`config.mk`:
```
export PLATFORM = sky130hd
export DESIGN_NAME = vga_timing_gen
export DESIGN_NICKNAME = d
export VERILOG_FILES = /design/src/rtl/vga_timing_pkg.sv /design/src/rtl/vga_axis_counter.sv /design/src/rtl/vga_timing_gen.sv
export SDC_FILE = /design/constraint.sdc
export NUM_CORES = 1
export LEC_CHECK = 0
export CAP_MARGIN = 5
export CORE_ASPECT_RATIO = 1.1
export CORE_MARGIN = 1.5
export CORE_UTILIZATION = 41
export DETAILED_ROUTE_END_ITERATION = 10
export DONT_BUFFER_PORTS = 1
export PLACE_DENSITY_LB_ADDON = 0.05
export SLEW_MARGIN = 20
export SYNTH_ARGS = -nofsm -noshare
export SYNTH_HDL_FRONTEND = slang
export SYNTH_HIERARCHICAL = 1
export SYNTH_SLANG_ARGS = --single-unit
export TNS_END_PERCENT = 30
```
`constraint.sdc`:
```
create_clock -name clk -period 8.5 [get_ports clk]
set_input_delay 1.275 -clock clk [delete_from_list [all_inputs] [get_ports clk]]
set_output_delay 1.275 -clock clk [all_outputs]
set_load 0.1 [all_outputs]
```
`src/rtl/vga_timing_pkg.sv`:
```
`default_nettype none
// ============================================================================
//  Module      : vga_timing_pkg
//  Description : Shared constants for the multi-mode VGA timing generator.
//                Holds the timing-table field indices, the default H/V
//                tables, the default sync polarities and helpers that pull
//                a field out of a packed table.
//                Table layout per mode is {bp, sync, fp, active}, with
//                active in the LSBs and mode 0 in the LSBs of the table.
//  Revision    : 1.0 - initial multi-mode release
// ============================================================================
package vga_timing_pkg;

    // Field index inside one mode entry of a timing table
    localparam int F_ACT  = 0;
    localparam int F_FP   = 1;
    localparam int F_SYNC = 2;
    localparam int F_BP   = 3;

    // Tables are widened to this many bits before field extraction so that
    // one helper serves both axes and any parameterisation up to this size.
    localparam int TBL_W = 1024;

    // Defaults for XW = 11, YW = 10, N_MODES = 2
    localparam logic [2*4*11-1:0] H_TABLE_DEF = {
        11'd80,  11'd32, 11'd48,  11'd1280,   // mode 1
        11'd208, 11'd32, 11'd175, 11'd1025    // mode 0
    };
    localparam logic [2*4*10-1:0] V_TABLE_DEF = {
        10'd13,  10'd5,  10'd3,   10'd720,    // mode 1
        10'd117, 10'd5,  10'd106, 10'd513     // mode 0
    };
    localparam logic [1:0] HPOL_DEF = 2'b11;
    localparam logic [1:0] VPOL_DEF = 2'b00;

    // Extract field f of mode m from a table whose fields are w bits wide
    function automatic int tbl_field(input logic [TBL_W-1:0] tbl,
                                     input int w, input int m, input int f);
        logic [TBL_W-1:0] s;
        s = tbl >> ((m * 4 + f) * w);
        return int'(s[31:0]) & ((1 << w) - 1);
    endfunction

    // A mode is usable when its total fits the counter and only bp may be 0
    function automatic bit mode_ok(input logic [TBL_W-1:0] tbl,
                                   input int w, input int m);
        int act, fp, sy, bp;
        act = tbl_field(tbl, w, m, F_ACT);
        fp  = tbl_field(tbl, w, m, F_FP);
        sy  = tbl_field(tbl, w, m, F_SYNC);
        bp  = tbl_field(tbl, w, m, F_BP);
        return (act + fp + sy + bp <= (1 << w)) && (act != 0) &&
               (fp != 0) && (sy != 0);
    endfunction

endpackage
`default_nettype wire

```
`src/rtl/vga_axis_counter.sv`:
```
`default_nettype none
// ============================================================================
//  Module      : vga_axis_counter
//  Description : Next-position logic for one timing axis. Given the current
//                position and the four timing fields it produces the next
//                position, whether that next position lies inside the sync
//                window / active area, and whether this step wraps.
//  Ports       : pos       in  current position
//                active/fp/sync/bp in  timing fields of the mode in force
//                advance   in  step this axis on this cycle
//                pos_nxt   out position for the next cycle
//                in_sync   out pos_nxt inside [active+fp, active+fp+sync)
//                in_active out pos_nxt < active
//                wrap      out this step goes from the last position to 0
//  Revision    : 1.0 - initial multi-mode release
// ============================================================================
module vga_axis_counter #(
    parameter int W = 11
) (
    input  logic [W-1:0] pos,
    input  logic [W-1:0] active,
    input  logic [W-1:0] fp,
    input  logic [W-1:0] sync,
    input  logic [W-1:0] bp,
    input  logic         advance,
    output logic [W-1:0] pos_nxt,
    output logic         in_sync,
    output logic         in_active,
    output logic         wrap
);

    // Two guard bits: the sum of four W-bit fields cannot overflow
    logic [W+1:0] total;
    logic [W+1:0] sync_lo;
    logic [W+1:0] sync_hi;

    always_comb begin
        total   = {2'b00, active} + {2'b00, fp} + {2'b00, sync} + {2'b00, bp};
        sync_lo = {2'b00, active} + {2'b00, fp};
        sync_hi = sync_lo + {2'b00, sync};

        // >= rather than == so a position outside a table can never run away
        wrap    = advance && ({2'b00, pos} >= (total - (W+2)'(1)));

        if (!advance) begin
            pos_nxt = pos;
        end else if (wrap) begin
            pos_nxt = '0;
        end else begin
            pos_nxt = pos + W'(1);
        end

        in_active = (pos_nxt < active);
        in_sync   = ({2'b00, pos_nxt} >= sync_lo) && ({2'b00, pos_nxt} < sync_hi);
    end

endmodule
`default_nettype wire

```
`src/rtl/vga_timing_gen.sv`:
```
`default_nettype none
// ============================================================================
//  Module      : vga_timing_gen
//  Description : Multi-mode VGA timing generator. Produces the pixel position
//                and hsync/vsync/blank/line_start/frame_start for one of
//                N_MODES table-driven timing modes. All outputs are registers
//                computed from the next (x, y), so every flag describes the
//                same pixel as the x/y shown in that cycle. A new mode is
//                taken from mode_sel only on the last pixel of a frame.
//  Ports       : clk, rst (sync, active-high), mode_sel, mode_cur, x, y,
//                hsync, vsync, blank, line_start, frame_start,
//                frame_cnt (only with VGA_TIMING_FRAME_CNT_EN defined)
//  Options     : VGA_TIMING_FRAME_CNT_EN - adds a wrapping frame counter
//  Revision    : 1.0 - initial multi-mode release
// ============================================================================
module vga_timing_gen
    import vga_timing_pkg::*;
#(
    parameter int XW         = 11,
    parameter int YW         = 10,
    parameter int N_MODES    = 2,
    parameter int MW         = (N_MODES > 1) ? $clog2(N_MODES) : 1,
    parameter logic [N_MODES*4*XW-1:0] H_TABLE = H_TABLE_DEF,
    parameter logic [N_MODES*4*YW-1:0] V_TABLE = V_TABLE_DEF,
    parameter logic [N_MODES-1:0]      HPOL    = HPOL_DEF,
    parameter logic [N_MODES-1:0]      VPOL    = VPOL_DEF,
    parameter int RESET_MODE = 0,
    parameter int FW         = 8
) (
    input  logic          clk,
    input  logic          rst,
    input  logic [MW-1:0] mode_sel,
    output logic [MW-1:0] mode_cur,
    output logic [XW-1:0] x,
    output logic [YW-1:0] y,
    output logic          hsync,
    output logic          vsync,
    output logic          blank,
    output logic          line_start,
    output logic          frame_start
`ifdef VGA_TIMING_FRAME_CNT_EN
    ,
    output logic [FW-1:0] frame_cnt
`endif
);

    // ------------------------------------------------------------------
    // Elaboration checks on the parameter set
    // ------------------------------------------------------------------
    for (genvar m = 0; m < N_MODES; m++) begin : g_check
        if (!mode_ok(TBL_W'(H_TABLE), XW, m) || !mode_ok(TBL_W'(V_TABLE), YW, m)) begin : g_bad
            $error("vga_timing_gen: mode %0d table overflows its counter or has a zero field", m);
        end
    end
    if (RESET_MODE >= N_MODES || FW < 1) begin : g_bad_cfg
        $error("vga_timing_gen: RESET_MODE out of range or FW < 1");
    end

    // Packed view of the tables: [mode][field]
    localparam logic [N_MODES-1:0][3:0][XW-1:0] H_F = H_TABLE;
    localparam logic [N_MODES-1:0][3:0][YW-1:0] V_F = V_TABLE;

    logic [MW-1:0] mode_q,        mode_d;
    logic [XW-1:0] x_q,           x_d;
    logic [YW-1:0] y_q,           y_d;
    logic          hsync_q,       hsync_d;
    logic          vsync_q,       vsync_d;
    logic          blank_q,       blank_d;
    logic          line_start_q,  line_start_d;
    logic          frame_start_q, frame_start_d;

    logic [XW-1:0] x_nxt;
    logic [YW-1:0] y_nxt;
    logic          h_in_sync, h_in_active, h_wrap;
    logic          v_in_sync, v_in_active, v_wrap;

    // Counters are always stepped with the fields of the mode in force. When
    // a mode switch lands, the next position is (0, 0), and position 0 is
    // inside the active area and outside the sync window for every legal
    // mode, so the flags there do not depend on which mode is used.
    vga_axis_counter #(.W(XW)) u_h (
        .pos       (x_q),
        .active    (H_F[mode_q][F_ACT]),
        .fp        (H_F[mode_q][F_FP]),
        .sync      (H_F[mode_q][F_SYNC]),
        .bp        (H_F[mode_q][F_BP]),
        .advance   (1'b1),
        .pos_nxt   (x_nxt),
        .in_sync   (h_in_sync),
        .in_active (h_in_active),
        .wrap      (h_wrap)
    );

    vga_axis_counter #(.W(YW)) u_v (
        .pos       (y_q),
        .active    (V_F[mode_q][F_ACT]),
        .fp        (V_F[mode_q][F_FP]),
        .sync      (V_F[mode_q][F_SYNC]),
        .bp        (V_F[mode_q][F_BP]),
        .advance   (h_wrap),
        .pos_nxt   (y_nxt),
        .in_sync   (v_in_sync),
        .in_active (v_in_active),
        .wrap      (v_wrap)
    );

    always_comb begin
        // v_wrap only fires when h_wrap does: it marks the last pixel of the frame
        mode_d = mode_q;
        if (v_wrap && (32'(mode_sel) < 32'(N_MODES))) begin
            mode_d = mode_sel;
        end

        x_d           = x_nxt;
        y_d           = y_nxt;
        // Polarity follows the mode that will govern the next pixel
        hsync_d       = h_in_sync ? HPOL[mode_d] : ~HPOL[mode_d];
        vsync_d       = v_in_sync ? VPOL[mode_d] : ~VPOL[mode_d];
        blank_d       = ~(h_in_active & v_in_active);
        line_start_d  = (x_nxt == '0);
        frame_start_d = line_start_d & (y_nxt == '0);
    end

    always_ff @(posedge clk) begin
        if (rst) begin
            mode_q        <= MW'(RESET_MODE);
            x_q           <= '0;
            y_q           <= '0;
            hsync_q       <= ~HPOL[RESET_MODE];
            vsync_q       <= ~VPOL[RESET_MODE];
            blank_q       <= 1'b0;
            line_start_q  <= 1'b0;
            frame_start_q <= 1'b0;
        end else begin
            mode_q        <= mode_d;
            x_q           <= x_d;
            y_q           <= y_d;
            hsync_q       <= hsync_d;
            vsync_q       <= vsync_d;
            blank_q       <= blank_d;
            line_start_q  <= line_start_d;
            frame_start_q <= frame_start_d;
        end
    end

    assign mode_cur    = mode_q;
    assign x           = x_q;
    assign y           = y_q;
    assign hsync       = hsync_q;
    assign vsync       = vsync_q;
    assign blank       = blank_q;
    assign line_start  = line_start_q;
    assign frame_start = frame_start_q;

`ifdef VGA_TIMING_FRAME_CNT_EN
    logic [FW-1:0] frame_cnt_q, frame_cnt_d;

    always_comb begin
        frame_cnt_d = frame_cnt_q;
        if (frame_start_d) begin
            frame_cnt_d = frame_cnt_q + FW'(1);
        end
    end

    always_ff @(posedge clk) begin
        if (rst) begin
            frame_cnt_q <= '0;
        end else begin
            frame_cnt_q <= frame_cnt_d;
        end
    end

    assign frame_cnt = frame_cnt_q;
`endif

endmodule
`default_nettype wire
```
==> metrics.md <==
| Metric | Value |
|---|---|
| Clock transition at path regs | 0.07 ns |
| Startpoint types | flip-flop |
| Initial core utilization | 0.420 |
| Slack of the worst reg-to-reg path | 0.70 ns |
| Mapped Area | 0.00635 mm2 |
| Overflow after GRT | 0 |
| Fillcell total | 1532 |
| Yosys cell types | 66 |
| Setup Buffers After CTS | 0 |
| Top delay family on crit path | compound AO/OA/AOI/OAI gates |
| Clock Sinks | 27 |
| # H-tree levels | 1 |
| Routed wire per std cell | 14.1 um |
| Required @ worst endpoint | 8.66 ns |
| Clock power frac | 0.102 |
| Max rail drop VDD | 0.000131 V |
| Final setup vio count | 0 |
| # resized after CTS | 0 |
| Switch share | 0.498 |
| Rows | 47 |
| RR Startpoint | mode_cur |
| Combinational fraction of design power | 0.777 |
| Final Hold Fails | 0 |
| N_diodes | 0 |
| Dominant synthesized flop cell | dfxtp_1 |
| Slew HR | 0.246 |
| Number of synthesized flops with an enable pin | 0 |
| #FFs+latches synth | 27 |
| Largest net degree at the start of global routing | 27 |
| Max incr delay on CP | 0.35 ns |
| Final Cycle Share | 0.918 |
| Initial antenna violation count | 0 |
| Clk Tree Root Cell | clkbuf_16 |
| Placed wire-length estimate | 13600 um |
| Fin nets | 1107 |
| Crit path buf inv count | 2 |
| Port Buffers | 0 |
| Register area share after synthesis | 0.0851 |
| Layout cells sized above 1 | 0.0570 |
| ANT nets after route | 0 |
| Total die area | 0.0163 mm2 |
| Drt drc | 0 |
| F_max | 128 MHz |
| Hold Buf Count CTS | 0 |
| Area Growth Syn to Fin | 12.8% |
| HP Class | reg -> reg |
| Setup slack after placement | 0.563 ns |
| Critical path startpoint | mode_cur |
| Status | completed |
| Ys async rst share | 0 |
| Max-cap violation count | 0 |
| Hold Crit Start | mode_cur |
| Clock Path Buffers | 2 |
| Most common cell after layout, fill and taps aside | ha_1 |
| P_int | 0.560 mW |
| Design Area, Final | 0.00717 mm2 |
| Worst r2r path cells | 36 |
| Final GP Congestion | 0.909 |
| Setup tns final | 0 ns |
| First-pass GRT wire length | 26800 um |
| Hold Path End | mode_cur |
| RSZ-0062 raised after global routing | no |
| Initial drt markers | 217 |
| Setup Crit Path Kind | reg -> reg |
| Setup WS post-layout | 0.699 ns |
| Num CTS Buffers | 3 |
| Vias per cell | 5.13 |
| Commonest non-fill, non-tap cells in the layout | ha_1 (167), inv_1 (130), conb_1 (91) |
| DR pass1 iterations | 5 |
| P_leak | 3.83 nW |
| Placed cell areas | 0.00707 mm2 |
| CP arrival | 7.97 ns |
| Via count | 5773 |
| Reg power frac | 0.121 |
| Tightest Pin Transition | 1.13 ns |
| CP max FO | 12 |
| Synth warn | 6 |
| I/O pins | 30 |
| Max Clock Skew | 0.00311 ns |
| Vias in the first global route | 5752 |
| Post-Route WL | 15900 um |
| Slew Viols, Final | 0 |
| Syn_area_per_cell | 7.75 um2 |
| GR Util All Layers | 0.204 |
| Critical Path Slowest Stage Cell | dfxtp_2 |
| Crit. End Element | flip-flop |
| Final min period | 7.80 ns |
| Switching power total | 0.556 mW |
| Gate Count Post-Synth | 820 |
| Die span in x | 122 um |
| CTS tree | yes |
| Power per Cell Area | 156 mW/mm2 |
| Clock latency on the worst-skew pair | 0.27 ns |
| Chip Height | 134 um |
| CORE AREA | 0.0151 mm2 |
| Worst hold stages | 3 |
| Worst r2r dst | vsync |
==> cell families after synthesis <==
group / after synthesis / share of synthesized area
compound gates: 192 / 0.200
xor+xnor: 70 / 0.0986
fa+ha+maj: 173 / 0.348
buf+inv: 138 / 0.0839
flops: 27 / 0.0851
mux: 5 / 0.00827
other cells: 2 / 0.00118
simple gates: 213 / 0.175
==> layer usage <==
| metal | vias to the layer above | wire (um) | share of wire | track usage |
|---|---|---|---|---|
| met1 | 2636 | 6500 | 0.41 | 0.219 |
| met2 | 96 | 8530 | 0.54 | 0.414 |
| met3 | 32 | 482 | 0.030 | 0.0240 |
| met4 | 0 | 385 | 0.024 | 0.0503 |
| li1 | 3009 | - | - | - |
| met5 | - | 0 | 0 | 0 |
==> worst max path at each step <==
| stage | slack (ns) | cells past startpoint | endpoint |
|---|---|---|---|
| after CTS | 0.50 | 42 | vsync |
| after floorplan | 0.02 | 46 | vsync |
| after global placement | 0.80 | 37 | vsync |
| after detailed placement | 0.56 | 42 | vsync |
| after global routing | 0.004 | 42 | vsync |
| final | 0.70 | 36 | vsync |
==> flip-flops by register name, indices dropped and copies added, names as in the netlist <==
name / flops
x: 11
y: 10
blank: 1
frame_start: 1
hsync: 1
line_start: 1
mode_cur: 1
vsync: 1
==> power by group through the flow <==
stage / logic, mW / registers [mW] / clock network [mW]
finish: 0.867 / 0.135 / 0.114
global route: 0.985 / 0.136 / 0.121
CTS: 0.844 / 0.135 / 0.118
detailed placement: 0.837 / 0.138 / 0
global placement: 0.824 / 0.138 / 0
floorplan: 0.666 / 0.144 / 0
==> final cells by class <==
class                      count  area (um2)  share of cell area
clock buffer                   4        78.8              0.0110
inverter                     131         495              0.0691
multi-input combinational    744        5630               0.785
sequential                    27         542              0.0756
tap                          196         245              0.0342
timing repair buffer          24         180              0.0251
==> synthesized netlist by cell type, types with 4 or more instances <==
library cell,count,area [um2]
fa_1,6,120
inv_1,131,492
nor3_1,10,50.1
a21boi_0,5,37.5
a31oi_1,4,25.0
or3_1,4,25.0
nand4_1,14,87.6
o21ai_0,40,200
dfxtp_1,27,541
nor2b_1,34,213
nand3_1,12,60.1
o21bai_1,5,37.5
a21o_1,25,188
xor2_1,33,289
nor2_1,50,188
nor4_1,6,37.5
o211ai_1,10,75.1
and3_1,13,81.3
xnor2_1,36,315
nand2_1,36,135
a21oi_1,53,265
o21a_1,7,52.6
ha_1,167,2090
nand2b_1,16,100
a211oi_1,8,60.1
or2_2,8,50.1
==> worst min-delay path, cell delays in order, from the launching register on <==
cell	delay (ns)
dfxtp_2	0.34
buf_4	0.29
mux2i_1	0.19
nor2_1	0.09
==> through the flow <==
stage | std cells | utilization | power [mW] | hold slack (ns)
global placement | 1122 | 0.468 | 0.962 | 0.929
global route | 1126 | 0.474 | 1.24 | 1.00
detailed placement | 1122 | 0.468 | 0.975 | 0.950
CTS | 1126 | 0.473 | 1.10 | 0.966
finish | 1126 | 0.474 | 1.12 | 0.958
floorplan | 909 | - | 0.810 | 1.12
Power figures use the tool's default switching activity.
